--- src/rtl/lcd_btn_cond_pkg.sv ---
`default_nettype none
// ============================================================================
//  Module      : lcd_pkg
//  Description : Shared types and default timing constants for the LCD
//                front-panel input conditioning block (lcd_btn_cond).
//                - ch_state_t : per-channel debounce FSM state encoding
//                - c_*        : default timing at a 100 MHz system clock
//  Revision    : 1.0 - initial release
// ============================================================================
package lcd_pkg;

    // Per-channel debounce state; 2-bit encoding.
    typedef enum logic [1:0] {
        ST_RELEASED    = 2'd0,
        ST_PRESS_CHK   = 2'd1,
        ST_PRESSED     = 2'd2,
        ST_RELEASE_CHK = 2'd3
    } ch_state_t;

    // 10 ms debounce window at 100 MHz.
    localparam int c_DEBOUNCE_CYCLES = 1000000;
    // 500 ms hold before the first auto-repeat pulse.
    localparam int c_REPEAT_DELAY    = 50000000;
    // 100 ms between subsequent auto-repeat pulses.
    localparam int c_REPEAT_PERIOD   = 10000000;

endpackage : lcd_pkg
`default_nettype wire

--- src/rtl/lcd_btn_cond_if.sv ---
`default_nettype none
// ============================================================================
//  Module      : lcd_btn_cond_if
//  Description : Front-panel signal bundle between the board inputs and the
//                LCD controller.
//                  btn_raw   [N_BTN] raw push-buttons (1 = pressed)
//                  sw_raw            raw slide switch
//                  btn_level [N_BTN] debounced button levels
//                  btn_pulse [N_BTN] one-cycle press strobes
//                  sw_level          debounced switch level
//                modport master : source of raw inputs, sink of clean outputs
//                modport slave  : the conditioning block itself
//  Revision    : 1.0 - initial release
// ============================================================================
interface lcd_btn_cond_if #(
    parameter int N_BTN = 4
);

    logic [N_BTN-1:0] btn_raw;
    logic             sw_raw;
    logic [N_BTN-1:0] btn_level;
    logic [N_BTN-1:0] btn_pulse;
    logic             sw_level;

    modport master (
        output btn_raw,
        output sw_raw,
        input  btn_level,
        input  btn_pulse,
        input  sw_level
    );

    modport slave (
        input  btn_raw,
        input  sw_raw,
        output btn_level,
        output btn_pulse,
        output sw_level
    );

endinterface : lcd_btn_cond_if
`default_nettype wire

--- src/rtl/lcd_debounce_ch.sv ---
`default_nettype none
// ============================================================================
//  Module      : lcd_debounce_ch
//  Description : One debounced input channel: two-flop synchroniser, 4-state
//                debounce FSM with saturating qualification counter, and a
//                registered one-cycle press pulse.
//                Optional macro LCD_BTN_REPEAT_EN adds an auto-repeat hold
//                counter (only on channels with PULSE_EN=1).
//  Ports       : clk     - system clock (rising edge)
//                rst     - synchronous active-high reset
//                raw_i   - asynchronous raw input
//                level_o - debounced level
//                pulse_o - one-cycle press strobe (0 when PULSE_EN=0)
//  Revision    : 1.0 - initial release
// ============================================================================
module lcd_debounce_ch
    import lcd_pkg::*;
#(
    parameter int DEBOUNCE_CYCLES = c_DEBOUNCE_CYCLES,
`ifdef LCD_BTN_REPEAT_EN
    parameter int REPEAT_DELAY    = c_REPEAT_DELAY,
    parameter int REPEAT_PERIOD   = c_REPEAT_PERIOD,
`endif
    parameter bit PULSE_EN        = 1'b1
) (
    input  logic clk,
    input  logic rst,
    input  logic raw_i,
    output logic level_o,
    output logic pulse_o
);

    localparam int              CNT_W    = $clog2(DEBOUNCE_CYCLES);
    localparam logic [CNT_W-1:0] CNT_LAST = CNT_W'(DEBOUNCE_CYCLES - 1);

    // Synchroniser; only sync2_q feeds the FSM.
    logic sync1_q;
    logic sync2_q;

    ch_state_t        state_q, state_d;
    logic [CNT_W-1:0] cnt_q,   cnt_d;
    logic             level_q, level_d;
    logic             pulse_q, pulse_d;

    logic press_evt;   // debounced press accepted this cycle
    logic rep_fire;    // auto-repeat strobe this cycle

    // ------------------------------------------------------------------
    // Next-state / output logic
    // ------------------------------------------------------------------
    always_comb begin
        state_d   = state_q;
        cnt_d     = cnt_q;
        level_d   = level_q;
        press_evt = 1'b0;

        case (state_q)
            ST_RELEASED: begin
                level_d = 1'b0;
                if (sync2_q) begin
                    state_d = ST_PRESS_CHK;
                    cnt_d   = '0;
                end
            end

            ST_PRESS_CHK: begin
                if (!sync2_q) begin
                    state_d = ST_RELEASED;
                end else if (cnt_q >= CNT_LAST) begin
                    state_d   = ST_PRESSED;
                    level_d   = 1'b1;
                    press_evt = 1'b1;
                end else begin
                    // Increment only below CNT_LAST, so the count saturates.
                    cnt_d = cnt_q + 1'b1;
                end
            end

            ST_PRESSED: begin
                level_d = 1'b1;
                if (!sync2_q) begin
                    state_d = ST_RELEASE_CHK;
                    cnt_d   = '0;
                end
            end

            ST_RELEASE_CHK: begin
                if (sync2_q) begin
                    // Glitch during release: back to PRESSED, no new pulse.
                    state_d = ST_PRESSED;
                end else if (cnt_q >= CNT_LAST) begin
                    state_d = ST_RELEASED;
                    level_d = 1'b0;
                end else begin
                    cnt_d = cnt_q + 1'b1;
                end
            end

            default: begin
                state_d = ST_RELEASED;
                cnt_d   = '0;
                level_d = 1'b0;
            end
        endcase

        pulse_d = PULSE_EN & (press_evt | rep_fire);
    end

    // ------------------------------------------------------------------
    // Optional auto-repeat
    // ------------------------------------------------------------------
`ifdef LCD_BTN_REPEAT_EN
    if (PULSE_EN) begin : g_repeat
        localparam int HOLD_MAX = (REPEAT_DELAY > REPEAT_PERIOD) ? REPEAT_DELAY
                                                                 : REPEAT_PERIOD;
        localparam int HOLD_W   = $clog2(HOLD_MAX) + 1;
        localparam logic [HOLD_W-1:0] DELAY_LAST  = HOLD_W'(REPEAT_DELAY - 1);
        localparam logic [HOLD_W-1:0] PERIOD_LAST = HOLD_W'(REPEAT_PERIOD - 1);

        logic [HOLD_W-1:0] hold_q, hold_d;
        logic              rep_q,  rep_d;   // first repeat already emitted
        logic              fire;

        // Hold counter runs only while the channel stays in PRESSED; any
        // exit (including a release glitch) restarts the delay phase.
        always_comb begin
            hold_d = '0;
            rep_d  = 1'b0;
            fire   = 1'b0;
            if (state_q == ST_PRESSED && sync2_q) begin
                if (hold_q == (rep_q ? PERIOD_LAST : DELAY_LAST)) begin
                    fire   = 1'b1;
                    hold_d = '0;
                    rep_d  = 1'b1;
                end else begin
                    hold_d = hold_q + 1'b1;
                    rep_d  = rep_q;
                end
            end
        end

        always_ff @(posedge clk) begin
            if (rst) begin
                hold_q <= '0;
                rep_q  <= 1'b0;
            end else begin
                hold_q <= hold_d;
                rep_q  <= rep_d;
            end
        end

        assign rep_fire = fire;
    end else begin : g_no_repeat
        assign rep_fire = 1'b0;
    end
`else
    assign rep_fire = 1'b0;
`endif

    // ------------------------------------------------------------------
    // State register
    // ------------------------------------------------------------------
    always_ff @(posedge clk) begin
        if (rst) begin
            sync1_q <= 1'b0;
            sync2_q <= 1'b0;
            state_q <= ST_RELEASED;
            cnt_q   <= '0;
            level_q <= 1'b0;
            pulse_q <= 1'b0;
        end else begin
            sync1_q <= raw_i;
            sync2_q <= sync1_q;
            state_q <= state_d;
            cnt_q   <= cnt_d;
            level_q <= level_d;
            pulse_q <= pulse_d;
        end
    end

    assign level_o = level_q;
    assign pulse_o = pulse_q;

endmodule : lcd_debounce_ch
`default_nettype wire

--- src/rtl/lcd_btn_cond.sv ---
`default_nettype none
// ============================================================================
//  Module      : lcd_btn_cond
//  Description : Front-panel input conditioning for the LCD controller.
//                Synchronises, debounces and edge-detects N_BTN push-buttons
//                and one slide switch. Buttons give a level and a one-cycle
//                press pulse; the switch gives a level only.
//                Optional macro LCD_BTN_REPEAT_EN enables button auto-repeat.
//  Ports       : clk    - system clock (rising edge)
//                rst    - synchronous active-high reset
//                bus_if - lcd_btn_cond_if.slave
//                         (btn_raw, sw_raw in; btn_level, btn_pulse, sw_level out)
//  Revision    : 1.0 - initial release
// ============================================================================
module lcd_btn_cond
    import lcd_pkg::*;
#(
    parameter int N_BTN           = 4,
    parameter int DEBOUNCE_CYCLES = c_DEBOUNCE_CYCLES,
    parameter int REPEAT_DELAY    = c_REPEAT_DELAY,
    parameter int REPEAT_PERIOD   = c_REPEAT_PERIOD
) (
    input  logic                 clk,
    input  logic                 rst,
    lcd_btn_cond_if.slave        bus_if
);

    // Elaboration-time parameter sanity checks.
    if (DEBOUNCE_CYCLES < 2) begin : g_chk_debounce
        $error("lcd_btn_cond: DEBOUNCE_CYCLES must be >= 2");
    end
    if (REPEAT_DELAY < 1 || REPEAT_PERIOD < 1) begin : g_chk_repeat
        $error("lcd_btn_cond: REPEAT_DELAY and REPEAT_PERIOD must be >= 1");
    end

    logic [N_BTN-1:0] btn_level_w;
    logic [N_BTN-1:0] btn_pulse_w;
    logic             sw_level_w;
    logic             sw_pulse_unused;

    for (genvar i = 0; i < N_BTN; i++) begin : g_btn
        lcd_debounce_ch #(
            .DEBOUNCE_CYCLES (DEBOUNCE_CYCLES),
`ifdef LCD_BTN_REPEAT_EN
            .REPEAT_DELAY    (REPEAT_DELAY),
            .REPEAT_PERIOD   (REPEAT_PERIOD),
`endif
            .PULSE_EN        (1'b1)
        ) u_ch (
            .clk     (clk),
            .rst     (rst),
            .raw_i   (bus_if.btn_raw[i]),
            .level_o (btn_level_w[i]),
            .pulse_o (btn_pulse_w[i])
        );
    end

    // Switch channel: level only, its pulse output is held at 0.
    lcd_debounce_ch #(
        .DEBOUNCE_CYCLES (DEBOUNCE_CYCLES),
`ifdef LCD_BTN_REPEAT_EN
        .REPEAT_DELAY    (REPEAT_DELAY),
        .REPEAT_PERIOD   (REPEAT_PERIOD),
`endif
        .PULSE_EN        (1'b0)
    ) u_sw (
        .clk     (clk),
        .rst     (rst),
        .raw_i   (bus_if.sw_raw),
        .level_o (sw_level_w),
        .pulse_o (sw_pulse_unused)
    );

    assign bus_if.btn_level = btn_level_w;
    assign bus_if.btn_pulse = btn_pulse_w;
    assign bus_if.sw_level  = sw_level_w;

endmodule : lcd_btn_cond
`default_nettype wire

--- src/flat_wrapper.sv ---
// flat-port wrapper written by rule: the top's interface ports become plain ports
module lcd_btn_cond_flat import lcd_pkg::*;
#(
    parameter int N_BTN           = 4,
    parameter int DEBOUNCE_CYCLES = c_DEBOUNCE_CYCLES,
    parameter int REPEAT_DELAY    = c_REPEAT_DELAY,
    parameter int REPEAT_PERIOD   = c_REPEAT_PERIOD
)
  (clk, rst, bus_if_btn_raw, bus_if_sw_raw, bus_if_btn_level, bus_if_btn_pulse, bus_if_sw_level);
  lcd_btn_cond_if #(.N_BTN(N_BTN)) bus_if_i ();
  input  logic clk;
  input  logic rst;
  input wire logic [$bits(bus_if_i.btn_raw)-1:0] bus_if_btn_raw;
  input wire logic [$bits(bus_if_i.sw_raw)-1:0] bus_if_sw_raw;
  output wire logic [$bits(bus_if_i.btn_level)-1:0] bus_if_btn_level;
  output wire logic [$bits(bus_if_i.btn_pulse)-1:0] bus_if_btn_pulse;
  output wire logic [$bits(bus_if_i.sw_level)-1:0] bus_if_sw_level;
  assign bus_if_i.btn_raw = bus_if_btn_raw;
  assign bus_if_i.sw_raw = bus_if_sw_raw;
  assign bus_if_btn_level = bus_if_i.btn_level;
  assign bus_if_btn_pulse = bus_if_i.btn_pulse;
  assign bus_if_sw_level = bus_if_i.sw_level;
  lcd_btn_cond #(.N_BTN(N_BTN), .DEBOUNCE_CYCLES(DEBOUNCE_CYCLES), .REPEAT_DELAY(REPEAT_DELAY), .REPEAT_PERIOD(REPEAT_PERIOD)) u_core (.clk(clk), .rst(rst), .bus_if(bus_if_i));
endmodule
--- config.mk ---
export PLATFORM = sky130hd
export DESIGN_NAME = lcd_btn_cond_flat
export DESIGN_NICKNAME = d
export VERILOG_FILES = /design/src/rtl/lcd_btn_cond_pkg.sv /design/src/rtl/lcd_btn_cond_if.sv /design/src/rtl/lcd_debounce_ch.sv /design/src/rtl/lcd_btn_cond.sv /design/src/flat_wrapper.sv
export SDC_FILE = /design/constraint.sdc
export NUM_CORES = 1
export LEC_CHECK = 0
export BUFFER_PORTS_ARGS = -buffer_cell sky130_fd_sc_hd__buf_4
export CORE_AREA = 2 2 93 118
export CTS_BUF_LIST = sky130_fd_sc_hd__clkbuf_8
export CTS_CLUSTER_DIAMETER = 120
export DETAILED_ROUTE_END_ITERATION = 8
export DIE_AREA = 0 0 95 120
export HOLD_SLACK_MARGIN = 0.06
export PLACE_DENSITY = 0.84
export SLEW_MARGIN = 40
export SYNTH_ARGS = -nofsm -noshare
export SYNTH_HDL_FRONTEND = slang
export SYNTH_SLANG_ARGS = --single-unit
--- constraint.sdc ---
create_clock -name clk -period 4.21 [get_ports clk]
set_input_delay 0 -clock clk [delete_from_list [all_inputs] [get_ports clk]]
set_output_delay 0 -clock clk [all_outputs]
set_load 0.01 [all_outputs]
## Word level (Yosys, flattened, before mapping)

Index checks and enable logic that the tools add are counted.

| word-level totals | value |
|---|---|
| register bits | 129 |
| bits in latches | 0 |
| RAM bits | 0 |
| memory bits (read-only) | 0 |
| bits of input ports | 7 |
| output and inout port bits | 9 |
| word-level logic and storage cells | 220 |
| memories | 0 |

| cells by class | value |
|---|---|
| add/sub/neg operators | 5 |
| $mul | 0 |
| div/mod/pow operators | 0 |
| magnitude comparators | 5 |
| eq/ne operators | 55 |
| shifts and indexed selects | 0 |
| mux-type cells | 94 |
| bitwise operators | 8 |
| reduce and logical (&&, ||, !) cells | 24 |

Operators by type and width:

| operator | number |
|---|---|
| $mux W20 | 25 |
| $pmux W20 S4 | 5 |
| $add A20 B1 Y20 const B | 5 |
| $ge A20 B20 Y1 const B | 5 |
| $mux W2 | 30 |
| $ne A2 B2 Y1 const B | 30 |
| $reduce_and A4 Y1 | 15 |
| $pmux W2 S4 | 5 |
| $ne A3 B3 Y1 const B | 10 |
| $mux W1 | 24 |
| $eq A2 B2 Y1 const B | 10 |
| $pmux W1 S4 | 5 |
| $reduce_or A3 Y1 | 4 |
| $eq A2 B1 Y1 const B | 5 |
| $logic_not A2 Y1 | 5 |
| $not A1 Y1 | 8 |

## Longest topological paths before layout

Gate-level depths: netlist of run 1.

| logic depth | value |
|---|---|
| word-level depth | 4 |
| depth in mapped cells | 10 |
| depth with buffers taken out | 8 |

## Cells and area by module

From an unflattened synthesis of run 1, not the netlist that was laid out.

| unflattened totals | value |
|---|---|
| cell total of the unflattened synthesis | 873 |
| area, all modules | 7448.4 um2 |

Modules (own cells, without submodules):

| module | times used | cells an instance | area each (um2) | sequential area each (um2) |
|---|---|---|---|---|
| lcd_debounce_ch at u_core.g_btn[0].u_ch ... | 4 | 172 | 1475.2 | 520.5 |
| lcd_debounce_ch at u_core.u_sw | 1 | 185 | 1547.7 | 500.5 |

## Worst setup path after synthesis of run 1

Ideal clock, no wire load.

| path | value |
|---|---|
| path type | register to register |
| from | register u_core.g_btn[3].u_ch.state_q[0] |
| to | register u_core.g_btn[3].u_ch.cnt_q[18] |
| setup time | 0.070 ns |
| data arrival time | 2.214 ns |
| data required time | 4.140 ns |
| path slack | 1.926 ns |
| stages on the path, launching flop included | 9 |
| path buffers | 0 |
| clock period less this slack | 2.284 ns |
| cells stage by stage | dfxtp_1 > inv_1 > ha_1 > mux2_1 > nor3_1 > o21bai_1 > o2111ai_2 > or4_1 > a21oi_1 |

| between the ends | value |
|---|---|
| word-level cells in the longest chain between the ends | 3 |
| elaborated cells between the ends (all ways) | 10 |
| classes of those cells | 7 x eq/ne; 1 x mux; 2 x reduce/logical |

RTL lines:

| item | RTL line | source |
|---|---|---|
| start, declared | lcd_debounce_ch.sv:40 | `ch_state_t state_q, state_d;` |
| start signal, assigned | lcd_debounce_ch.sv:174 | `state_q <= state_d;` |
| $eq A2 B2 Y1, or another cell as far along | lcd_debounce_ch.sv:57 | `case (state_q)` |
| $ne A2 B2 Y1 (no line) | - |  |
| $reduce_and A4 Y1 (no line) | - |  |
| end signal, assigned | lcd_debounce_ch.sv:175 | `cnt_q <= cnt_d;` |
| end, declared | lcd_debounce_ch.sv:41 | `logic [CNT_W-1:0] cnt_q, cnt_d;` |

Several ways; a longest one is shown, not always the timed one.
A chain may end at the register's enable or synchronous reset.

## Final worst setup path of run 1

Ends and elaborated chain as after synthesis.

==> flow_summary.toml, run 1 <==
[sta]
worstMarginPinSlew_ps = 766
max_freq_mhz = 342
skew_ps = 9.70
fin_crit_ps = 2930
setup_violations = 0
hold_viol_final = 0
grt_setup_unrepaired = "false"
min_period_over_period_pct = 69.5
fin_setup_tns_ps = 0
setup_ws_ps = 1280
finalMaxSlewViolations = 0
holdWs_ps = 432
slew_headroom_pct = 48.8

[placed_design]
pre_cts_ws_ps = 1380
place.gp.congestion = 0.891
io_buffer_count = 15
post-dp-hpwl_um = 9860

[route]
drt_iter0_drc = 449
drt_pre_antenna_iters = 8
antenna_left = 0
num_vias = 6122
postRouteWirelength_um = 14600
avgViaCountPerCell = 6.31
routedWlPerCell_um = 15.0
drc = 0

[synth]
netlist_area_um2 = 6850
synth-edff-count = 0
synth-seq-area-share_pct = 37.7
synthTopCellsByArea = "dfxtp_1 38%, nor2_1 5.6%, ha_1 4.6%"
synthArstFlopShare_pct = 0
synth_fa_ha_area_share_pct = 4.56
yosys.area_share.simple_pct = 25.7
ys_types = 66
synth_mux_area_share_pct = 1.33
syn_nets = 856
ys_ff_latch = 129
synth_top_family_by_area = "simple AND/OR/NAND/NOR gates"
synth_xor_xnor_area_share_pct = 7.16
yosys.area.top_type = "dfxtp_1"
avgSynthCellArea_um2 = 8.32
syn_inst = 824
synth_flop_cell = "dfxtp_1"
synth_warnings = 0
synth_top_area_share_pct = 37.7
synth_compound_area_share_pct = 19.5

[setup_path]
arrival_ps = 3280
reg2reg_from = "u_core.g_btn[3].u_ch.state_q[0]$_SDFFE_PP0P_"
critical_path.top_delay_family = "compound AO/OA/AOI/OAI gates"
slowest_stage = "a211oi_2"
start_kind = "flip-flop"
timing.critical_path.from = "u_core.g_btn[3].u_ch.state_q[0]$_SDFFE_PP0P_"
path_cells = "inv_1, ha_1, nor3_1, a21oi_1, a211oi_2, o2111ai_2, or4_1, a21oi_1"
worst-path-buf-inv = 1
required_ps = 4560
criticalPathCategory = "flip-flop to flip-flop"
end_kind = "flip-flop"
crit_path_max_fanout = 13
slowest_delay_ps = 640
crit_path_frequent_cell = "a21oi_1"

[pwr]
irDropWorstVdd_mv = 0.246
power_density_nw_per_um2 = 404
p_leak_nw = 2.57
total_power_mw = 3.01

[grt]
grtUsageTotal_pct = 26.1
grt_pass1_vias = 5863
antenna_found_initial = 0
grt_pass1_wl_um = 24500
grt_overflow_total = 0
grt_max_degree = 41

[finish]
drive_above_1_share_pct = 8.00
layout_commonest_cell = "dfxtp_1"
layout-area-overhead-vs-synth_pct = 8.87
fin_util_pct = 72.1
antenna_cells = 0
final_cell_mix = "129 x dfxtp_1, 103 x nor2_1, 64 x nand2_1"
nNetsFinal = 858

[floorplanning]
ios = 16
core_um2 = 10400
rows = 42
dieArea_um2 = 11400
initial_core_util_pct = 66.2
fp.dieH_um = 120
dieWidth_um = 95

[clocking]
root_buffer = "clkbuf_8"
cts_hold_buf = 10
cts_tree = "built"
worstSkewPairLatency_ps = 430
cts_buffers = 17
post_cts.repair.setup_buffers = 0
ctsHtreeMaxLevel = 4
ctsResizeCount = 0
cts.clk_slew.worst_paths_ps = 70
clk_path_buf_depth = 2
cts_sinks = 129

[run_status]
status = "complete, no violations"

[worst_hold_path]
holdCritPathClass = "primary input to flip-flop"
min_from = "bus_if_btn_raw[3]"

[job]
maxCapViolations = 0
state kept, by name, summed over array words and instances (netlist names), named ones only:
name	flops
u_core.g_btn.u_ch.state_q	4
u_core.u_sw.state_q	1
u_core.g_btn.u_ch.pulse_o	4
u_core.g_btn.u_ch.sync1_q	4
u_core.u_sw.level_o	1
u_core.u_sw.sync2_q	1
u_core.g_btn.u_ch.sync2_q	4
u_core.g_btn.u_ch.level_o	4
u_core.u_sw.sync1_q	1
u_core.g_btn.u_ch.cnt_q	80
u_core.u_sw.cnt_q	20
layer usage:
layer | vias to the layer above | track usage, % | routed length (um)
met5 | - | 0 | 0
met4 | 0 | 11.9 | 318
met3 | 31 | 5.52 | 523
met2 | 160 | 47.1 | 7620
met1 | 2931 | 28.7 | 6120
li1 | 3000 | - | -
where the power goes:
| group | leakage [nW] | internal, mW | switching [mW] |
|---|---|---|---|
| clock | 0.206 | 0.589 | 0.469 |
| combinational | 1.32 | 0.203 | 0.435 |
| sequential | 1.04 | 1.27 | 0.0490 |
worst reg2reg max path, cell delays in order (launching register included):
cell       delay (ps)
dfxtp_1           420
inv_1             110
ha_1              240
nor3_1            300
a21oi_1           140
a211oi_2          640
o2111ai_2         330
or4_1             530
a21oi_1           150
layout make-up:
class                   count  area, um2
repair buffers             27        223
multi-input cells         630       4020
flip-flops and latches    129       2580
inverters                  21       78.8
well taps                 132        165
fillers                   767       2890
clock buffers              18        248
clock inverters            13        146
synthesized netlist by cell type (all sizes together), types with 4 or more instances:
library cell and n:
nor2 104, nand3 19, o21a 4, nor2b 15, a211oi 10, and4 10, nor3 24, a21oi 45
mux2i 8, nand2b 5, o31ai 8, nor4 12, xor2 35, xnor2 21, nor3b 6, nand4 25
o21ai 44, a311oi 6, o32ai 4, or3 24, dfxtp 129, o211ai 12, and2 9, or4 10
o311ai 4, o2111ai 13, buf 12, clkbuf 32, and3 13, ha 25, nand2 64, inv 20
a31oi 10
per-stage QoR:
stage / instance area [um2] / instances
after floorplan: 6850 / 824
after global placement: 6930 / 927
after detailed placement: 6940 / 927
after CTS: 7430 / 968
after global routing: 7460 / 970
final: 7460 / 970
kinds of logic (layout without fill, tap and decap cells):
| kind of cell | after synthesis | in the layout |
|---|---|---|
| AOI/OAI and AO/OA | 193 | 193 |
| muxes | 9 | 9 |
| and+or+nand+nor | 347 | 347 |
| adders and majority gates | 25 | 25 |
| DFF | 129 | 129 |
| buffers and inverters | 65 | 79 |
| xor gates and xnor gates | 56 | 56 |
worst paths after layout:
path         depth (start not counted)                                           to  slack (ps)
max                                  8  u_core.g_btn[3].u_ch.cnt_q[18]$_SDFFE_PP0P_        1280
min                                  3      u_core.g_btn[3].u_ch.sync1_q$_SDFF_PP0_         430
max reg2reg                          8  u_core.g_btn[3].u_ch.cnt_q[18]$_SDFFE_PP0P_        1280
min reg2reg                          1               u_core.u_sw.sync2_q$_SDFF_PP0_         440
No activity file was read; power rests on OpenSTA's default activity.
==> inputs of run 2 (changes only) <==
--- a/config.mk
+++ b/config.mk
@@ -6,13 +6,13 @@
 export NUM_CORES = 1
 export LEC_CHECK = 0
 export BUFFER_PORTS_ARGS = -buffer_cell sky130_fd_sc_hd__buf_4
-export CORE_AREA = 2 2 93 118
+export CORE_AREA = 2 2 100 126
 export CTS_BUF_LIST = sky130_fd_sc_hd__clkbuf_8
 export CTS_CLUSTER_DIAMETER = 120
 export DETAILED_ROUTE_END_ITERATION = 8
-export DIE_AREA = 0 0 95 120
+export DIE_AREA = 0 0 102 128
 export HOLD_SLACK_MARGIN = 0.06
-export PLACE_DENSITY = 0.84
+export PLACE_DENSITY = 0.77
 export SLEW_MARGIN = 40
 export SYNTH_ARGS = -nofsm -noshare
 export SYNTH_HDL_FRONTEND = slang
==> constraint.sdc (replaced) <==
create_clock -name clk -period 2.6 [get_ports clk]
set_input_delay 0 -clock clk [delete_from_list [all_inputs] [get_ports clk]]
set_output_delay 0 -clock clk [all_outputs]
set_load 0.01 [all_outputs]
==> run 2 against run 1 <==
Compared with the run above: maximum frequency rose by 20%; non-clock buffer count rose by 16; clock power up 62%; utilization shrank 8.2 points; design area is 2.2% higher; register-to-register slack lost 1100 ps; first-iteration DRC count is 29% lower; sequential share of layout area down 0.74 points; combinational power is 72% higher.
==> flow_summary.toml, run 2 (synthesis results as in run 1) <==
[sta]
fin_setup_tns_ps = 0
max_freq_mhz = 411
setup_ws_ps = 166
finalMaxSlewViolations = 0
setup_violations = 0
hold_viol_final = 0
holdWs_ps = 443
grt_setup_unrepaired = "false"
slew_headroom_pct = 48.0
skew_ps = 6.00
fin_crit_ps = 2430
min_period_over_period_pct = 93.6
worstMarginPinSlew_ps = 779

[pwr]
total_power_mw = 4.94
p_leak_nw = 2.66
power_density_nw_per_um2 = 649
irDropWorstVdd_mv = 0.429

[setup_path]
criticalPathCategory = "flip-flop to flip-flop"
slowest_delay_ps = 550
path_cells = "inv_1, ha_1, o32ai_1, nand4_1, a31o_2, or4_1, a21oi_1"
arrival_ps = 2820
start_kind = "flip-flop"
critical_path.top_delay_family = "compound AO/OA/AOI/OAI gates"
required_ps = 2980
crit_path_max_fanout = 16
slowest_stage = "o32ai_1"
worst-path-buf-inv = 1
end_kind = "flip-flop"

[grt]
grtUsageTotal_pct = 23.1
grt_max_degree = 41
antenna_found_initial = 0
grt_overflow_total = 0
grt_pass1_vias = 5713
grt_pass1_wl_um = 24800

[route]
drt_pre_antenna_iters = 5
routedWlPerCell_um = 14.0
avgViaCountPerCell = 5.95
antenna_left = 0
postRouteWirelength_um = 14200
drc = 0
num_vias = 6052
drt_iter0_drc = 318

[finish]
layout-area-overhead-vs-synth_pct = 11.3
nNetsFinal = 874
antenna_cells = 0
layout_commonest_cell = "dfxtp_1"
n_fill_cell = 1020
fin_util_pct = 63.9
largest-register = "u_core.g_btn.u_ch.cnt_q"
top_regs = "u_core.g_btn.u_ch.cnt_q (80), u_core.u_sw.cnt_q (20)"
final_cell_mix = "129 x dfxtp_1, 103 x nor2_1, 64 x nand2_1"
final_cell_area_um2 = 7620
drive_above_1_share_pct = 9.26
largest_reg_flops = 80
instances_no_fill = 1017

[placed_design]
place.gp.congestion = 0.856
placed_cells = 976
post-dp-hpwl_um = 9790
pre_cts_ws_ps = 111
place_area_um2 = 7100
io_buffer_count = 15

[floorplanning]
ios = 16
dieWidth_um = 102
fp.dieH_um = 128
core_um2 = 11900
dieArea_um2 = 13100
rows = 45
initial_core_util_pct = 57.4

[clocking]
cts_buffers = 17
worstSkewPairLatency_ps = 450
ctsHtreeMaxLevel = 4
cts_tree = "built"
post_cts.repair.setup_buffers = 0
root_buffer = "clkbuf_8"
cts_sinks = 129
clk_path_buf_depth = 2
cts.clk_slew.worst_paths_ps = 70

[worst_hold_path]
holdCritPathClass = "flip-flop to flip-flop"

[run_status]
status = "complete, no violations"

[job]
maxCapViolations = 0
[run 2: power by group]
part	internal, mW	total (mW)	switching (mW)	leakage [nW]
combinational	0.404	1.10	0.701	1.40
clock	0.994	1.72	0.728	0.219
sequential	2.05	2.12	0.0683	1.04
[run 2: final timing paths]
path                                                              startpoint                                     endpoint  slack [ps]  depth (start not counted)
worst max-delay path            u_core.g_btn[2].u_ch.state_q[0]$_SDFFE_PP0P_  u_core.g_btn[2].u_ch.cnt_q[17]$_SDFFE_PP0P_         170                          7
worst max register to register  u_core.g_btn[2].u_ch.state_q[0]$_SDFFE_PP0P_  u_core.g_btn[2].u_ch.cnt_q[17]$_SDFFE_PP0P_         170                          7
worst min-delay path                          u_core.u_sw.sync1_q$_SDFF_PP0_               u_core.u_sw.sync2_q$_SDFF_PP0_         440                          1
worst min register to register                u_core.u_sw.sync1_q$_SDFF_PP0_               u_core.u_sw.sync2_q$_SDFF_PP0_         440                          1
[run 2: layer usage]
metal	wire [um]	GRT usage, %	vias to the layer above
met4	315	11.0	0
met5	0	0	-
met2	7110	40.0	141
met3	493	4.74	31
li1	-	-	3035
met1	6290	26.8	2845
[run 2: area by class of cell]
class	count	area [um2]	share of cell area, %
Clock buffer	20	275	3.61
Clock inverter	10	120	1.58
Inverter	21	78.8	1.03
Multi-Input combinational cell	630	4010	52.6
Sequential cell	129	2580	33.9
Tap cell	164	205	2.69
Timing Repair Buffer	43	350	4.59
[run 2: timing repair]
item	CTS	global route
endpoints found under the setup margin	0	8
hold buffers	11	0
resized for setup	0	4
endpoints found under the hold margin	26	0
